[config.mk]
export PLATFORM = sky130hd
export DESIGN_NAME = phase_arb_acc
export DESIGN_NICKNAME = d
export VERILOG_FILES = /design/src/rtl/phase_arb_acc.sv
export SDC_FILE = /design/constraint.sdc
export NUM_CORES = 1
export LEC_CHECK = 0
export BUFFER_PORTS_ARGS = -buffer_cell sky130_fd_sc_hd__buf_4
export CAP_MARGIN = 25
export CORE_ASPECT_RATIO = 1.5
export CORE_MARGIN = 3
export CORE_UTILIZATION = 60
export CTS_CLUSTER_DIAMETER = 200
export DETAILED_ROUTE_END_ITERATION = 8
export GPL_ROUTABILITY_DRIVEN = 0
export PLACE_DENSITY = 0.91
export SYNTH_ARGS = -nofsm -noshare
export SYNTH_HDL_FRONTEND = slang
export SYNTH_SLANG_ARGS = --single-unit
[constraint.sdc]
create_clock -name clk -period 7.2 [get_ports clk]
set_clock_uncertainty 0.2 [all_clocks]
set_input_delay 1.44 -clock clk [delete_from_list [all_inputs] [get_ports clk]]
set_output_delay 1.44 -clock clk [all_outputs]
set_load 0.01 [all_outputs]
[src/rtl/phase_arb_acc.sv]
`default_nettype none
// ============================================================================
// phase_arb_acc : windowed +/-1 vote accumulator over phase-arbiter channels
// with deadband up/down decision. Macro PHASE_ARB_ACC_SYNC2_EN adds a 2-flop
// synchronizer on arb_out.                                      Rev 1.0
// ============================================================================
module phase_arb_acc #(
  parameter int N_CH     = 4,
  parameter int WIN_LOG2 = 6,
  parameter int ACC_W    = $clog2(N_CH) + WIN_LOG2 + 2
) (
  input  logic                    clk,
  input  logic                    rstb,
  input  logic                    en,
  input  logic [N_CH-1:0]         arb_out,
  input  logic [N_CH-1:0]         ch_mask,
  input  logic [ACC_W-2:0]        thresh,
  output logic                    dec_valid,
  output logic                    dec_up,
  output logic                    dec_dn,
  output logic signed [ACC_W-1:0] acc_out,
  output logic                    busy
);

  localparam logic [1:0] S_IDLE   = 2'd0;
  localparam logic [1:0] S_ACCUM  = 2'd1;
  localparam logic [1:0] S_REPORT = 2'd2;

  localparam logic [WIN_LOG2-1:0]     C_CNT_LAST = {WIN_LOG2{1'b1}};
  localparam logic signed [ACC_W-1:0] C_ONE      = {{(ACC_W-1){1'b0}}, 1'b1};

  logic [1:0]              r_state;
  logic [1:0]              w_state_nxt;
  logic [N_CH-1:0]         w_arb_src;
  logic [N_CH-1:0]         r_arb;
  logic [N_CH-1:0]         r_mask;
  logic signed [ACC_W-1:0] w_contrib;
  logic signed [ACC_W-1:0] r_acc;
  logic signed [ACC_W-1:0] w_acc_nxt;
  logic [WIN_LOG2-1:0]     r_cnt;
  logic                    w_last;
  logic                    w_win_done;
  logic signed [ACC_W-1:0] w_thr;
  logic signed [ACC_W-1:0] w_thr_n;
  logic                    w_up;
  logic                    w_dn;

`ifdef PHASE_ARB_ACC_SYNC2_EN
  logic [N_CH-1:0] r_sync1;
  logic [N_CH-1:0] r_sync2;

  always_ff @(posedge clk or negedge rstb) begin
    if (!rstb) begin
      r_sync1 <= '0;
      r_sync2 <= '0;
    end else begin
      r_sync1 <= arb_out;
      r_sync2 <= r_sync1;
    end
  end

  assign w_arb_src = r_sync2;
`else
  assign w_arb_src = arb_out;
`endif

  // Mask is registered alongside the sample so both switch on the same boundary.
  always_ff @(posedge clk or negedge rstb) begin
    if (!rstb) begin
      r_arb  <= '0;
      r_mask <= '0;
    end else begin
      r_arb  <= w_arb_src;
      r_mask <= ch_mask;
    end
  end

  always_comb begin
    w_contrib = '0;
    for (int i = 0; i < N_CH; i++) begin
      if (r_mask[i]) begin
        w_contrib = r_arb[i] ? (w_contrib + C_ONE) : (w_contrib - C_ONE);
      end
    end
  end

  assign w_acc_nxt  = r_acc + w_contrib;
  assign w_last     = (r_cnt == C_CNT_LAST);
  assign w_win_done = (r_state == S_ACCUM) && en && w_last;

  // Up wins the tie so a zero threshold with a zero sum never flags both.
  assign w_thr   = $signed({1'b0, thresh});
  assign w_thr_n = -w_thr;
  assign w_up    = (w_acc_nxt >= w_thr);
  assign w_dn    = !w_up && (w_acc_nxt <= w_thr_n);

  always_ff @(posedge clk or negedge rstb) begin
    if (!rstb) begin
      r_state <= S_IDLE;
    end else begin
      r_state <= w_state_nxt;
    end
  end

  always_comb begin
    w_state_nxt = r_state;
    case (r_state)
      S_IDLE:   w_state_nxt = en ? S_ACCUM : S_IDLE;
      S_ACCUM: begin
        if (!en) begin
          w_state_nxt = S_IDLE;
        end else if (w_last) begin
          w_state_nxt = S_REPORT;
        end else begin
          w_state_nxt = S_ACCUM;
        end
      end
      S_REPORT: w_state_nxt = en ? S_ACCUM : S_IDLE;
      default:  w_state_nxt = S_IDLE;
    endcase
  end

  always_comb begin
    busy      = 1'b0;
    dec_valid = 1'b0;
    case (r_state)
      S_ACCUM:  busy      = 1'b1;
      S_REPORT: dec_valid = 1'b1;
      default: begin
        busy      = 1'b0;
        dec_valid = 1'b0;
      end
    endcase
  end

  // Counter wraps to zero on the final count, leaving a clean start for the next window.
  always_ff @(posedge clk or negedge rstb) begin
    if (!rstb) begin
      r_acc <= '0;
      r_cnt <= '0;
    end else if ((r_state == S_ACCUM) && en) begin
      r_acc <= w_acc_nxt;
      r_cnt <= r_cnt + 1'b1;
    end else begin
      r_acc <= '0;
      r_cnt <= '0;
    end
  end

  always_ff @(posedge clk or negedge rstb) begin
    if (!rstb) begin
      acc_out <= '0;
      dec_up  <= 1'b0;
      dec_dn  <= 1'b0;
    end else if (w_win_done) begin
      acc_out <= w_acc_nxt;
      dec_up  <= w_up;
      dec_dn  <= w_dn;
    end
  end

endmodule
`default_nettype wire
==> impl_metrics.csv <==
group,metric,value,unit
detailed_routing,wire_per_inst,16.4,um
finish,final_layout_size_suffix_gt1_share,15.3,%
setup_path,worstSetupEndpointType,"register",
run_status,status,"finished clean",
yosys,syn_inst,359,
yosys,syn_nets,428,
grt,antenna_found_initial,0,
power,p_leak,1.82,nW
clocking,cts.repair.resized,0,
run,maxCapViolCount,0,
setup_path,critPathSlowestCell,"fa_1",
yosys,synth_most_common_cell,"ha_1",
finish,design_area,3650,um2
die,core-area,5160,um2
sta,fin_crit,6.89,ns
clocking,cts.sinks,38,
sta,setup_ws,0.312,ns
power,irDropWorstVdd,0.248,mV
grt,grt_max_degree,39,
min_path,hp-class,"reg -> reg",
finish,instances_no_fill,459,
detailed_routing,vias_per_cell,6.00,
finish,fill_cells,354,
yosys,ys_seq_area_share,29.5,%
detailed_routing,drc,0,
placed_design,dp_slack,0.238,ns
min_path,min-delay-start,"acc_out[1]",
setup_path,startpoint_type,"register",
sta,fmax,0.145,GHz
yosys,synth_top_area_share,29.5,%
setup_path,cp_max_fo,8,
setup_path,r2r_slack,0.31,ns
yosys,ys_types,48,
sta,hold_ws,0.298,ns
detailed_routing,first_pass_iters,5,
setup_path,worstRegToRegCells,30,
yosys,synth.cell_area,3230,um2
setup_path,critPathArrivalTime,6.87,ns
grt,grt_first_pass_wirelength,12300,um
power,power,1.01,mW
sta,worst_pin_slew,0.536,ns
yosys,yosysWarnings,0,
placed_design,placed_cells,452,
setup_path,slowest_delay,0.47,ns
finish,nets,460,
clocking,numCtsBuffers,5,
grt,overflow,0,
yosys,synth.avg_cell_area,8.99,um2
detailed_routing,num_vias,2752,
clocking,h-tree-depth,2,
placed_design,io_buffers,33,
finish,synthToLayoutAreaGrowth,13.1,%
clocking,clkLatencyLatePin,0.29,ns
placed_design,placed_area,3520,um2
detailed_routing,ant_nets,0,
setup_path,r2r_start,"r_mask[0]",
detailed_routing,first_iter_violations,180,
placed_design,place_hpwl,5730,um
yosys,synth-edff-count,0,
die,rows,32,
clocking,hold_buffers,0,
die,pin_count,34,
sta,fin_crit_sh,95.7,%
yosys,yosysTopAreaCell,"dfrtp_1",
yosys,synth-async-reset-ratio,100,%
die,dieWidth,65.9,um
yosys,synth_common_cells,"41 x ha_1, 38 x dfrtp_1, 36 x inv_1",
yosys,synth_area_leaders,"dfrtp_1 29%, ha_1 16%, fa_1 5.0%, inv_1 4.2%, xnor2_1 3.8%",
setup_path,crit_type,"reg -> reg",
sta,finalSetupTns,0,ns
min_path,hold_depth,2,
setup_path,rr_endpoint,"dec_up",
yosys,synthFlopType,"dfrtp_1",
min_path,min_delay_worst_endpoint,"acc_out[1]",
grt,grt_usage,25.1,%
die,die-area,6310,um2
sta,drv_slew,0,
sta,relSlewSlack,64.2,%
clocking,cts_tree,"yes",
power,power_density,276,nW/um2
clocking,cts.path.max_buffers,2,
die,die_h,95.8,um
setup_path,crit_required,7.18,ns
sta,hold_violations,0,
finish,utilization,70.7,%
clocking,cts_root_buf,"clkbuf_8",
clocking,post_cts_buffers,0,
grt,grt_pass1_vias,2872,
sta,setup-violations-final,0,
detailed_routing,routed_wl,7530,um
clocking,cts.clk_slew.worst_paths,0.07,ns
die,start_util,62.5,%
finish,antenna_cells,0,
yosys,ys_ff_latch,38,
critical path, delay by kind of cell (launching register included):
family                     cells  cell delay [ns]
buffers and inverters          2             0.14
AOI/OAI and AO/OA             10             1.97
and+or+nand+nor                8             1.19
adders and majority gates      7             2.21
xor gates and xnor gates       2             0.36
DFF                            1             0.44
muxes                          1             0.28
worst max path at each step:
stage               startpoint     end  slack (ns)  cells after the start
global placement     r_mask[0]  dec_up        0.40                     30
detailed placement   r_mask[0]  dec_up        0.24                     30
global route          r_arb[1]  dec_dn       -0.06                     30
floorplan            r_mask[0]  dec_up        0.90                     31
finish               r_mask[0]  dec_up        0.31                     30
CTS                  r_mask[0]  dec_up        0.13                     30
placed cells by master (no fill, tap or decap), types with 3 or more instances in the layout:
cell / synthesis / layout
ha_1: 41 / 40
dfrtp_1: 38 / 38
inv_1: 36 / 36
buf_4: 0 / 33
nand2_1: 30 / 30
nor2_1: 26 / 26
a21oi_1: 22 / 22
o21ai_0: 23 / 21
xnor2_1: 14 / 14
xor2_1: 14 / 13
mux2_2: 9 / 9
fa_1: 8 / 8
nor2b_1: 8 / 7
nand2b_1: 7 / 7
and2_1: 6 / 6
clkbuf_8: 0 / 6
nand3_1: 5 / 5
a21boi_0: 4 / 4
or3_1: 4 / 4
a31oi_1: 4 / 4
and3_1: 4 / 4
o21ai_1: 2 / 4
o21a_1: 4 / 4
nor3_1: 4 / 4
a21o_1: 3 / 3
o31ai_1: 3 / 3
a211oi_1: 3 / 3
nor4_1: 3 / 3
nand4_1: 3 / 3
layer usage:
layer | global-route usage (%) | part of all wire, % | vias to the layer above
li1 | - | - | 1304
met1 | 25.5 | 36 | 1307
met2 | 47.4 | 55 | 99
met3 | 2.92 | 2.9 | 42
met4 | 16.1 | 5.9 | 0
met5 | 0 | 0 | -
area by class of cell:
class / count / area (um2) / area share, %
inverters: 37 / 139 / 3.80
well taps: 68 / 85.1 / 2.33
clock buffers: 6 / 82.6 / 2.26
multi-input cells: 276 / 2120 / 58.0
flip-flops and latches: 38 / 951 / 26.0
clock inverters: 1 / 30.0 / 0.822
repair buffers: 33 / 248 / 6.79
flip-flops by register name, summed over array words and instances (netlist names):
register / cells
acc_out: 10
dec_dn: 1
dec_up: 1
r_acc: 10
r_arb: 4
r_cnt: 6
r_mask: 4
r_state: 2
cells by family after synthesis:
| group | share of synthesized area (%) |
|---|---|
| compound gates | 16.2 |
| xor+xnor | 8.33 |
| fa+ha+maj | 20.9 |
| buf+inv | 5.58 |
| flops | 29.5 |
| mux | 3.76 |
| simple gates | 15.8 |
report_power, final:
part | internal [mW] | leakage [nW] | switching (mW)
Combinational | 0.235 | 1.26 | 0.346
Clock | 0.111 | 0.0573 | 0.0755
Sequential | 0.229 | 0.504 | 0.0106
Total | 0.574 | 1.82 | 0.433
Power figures use the tool's default switching activity.
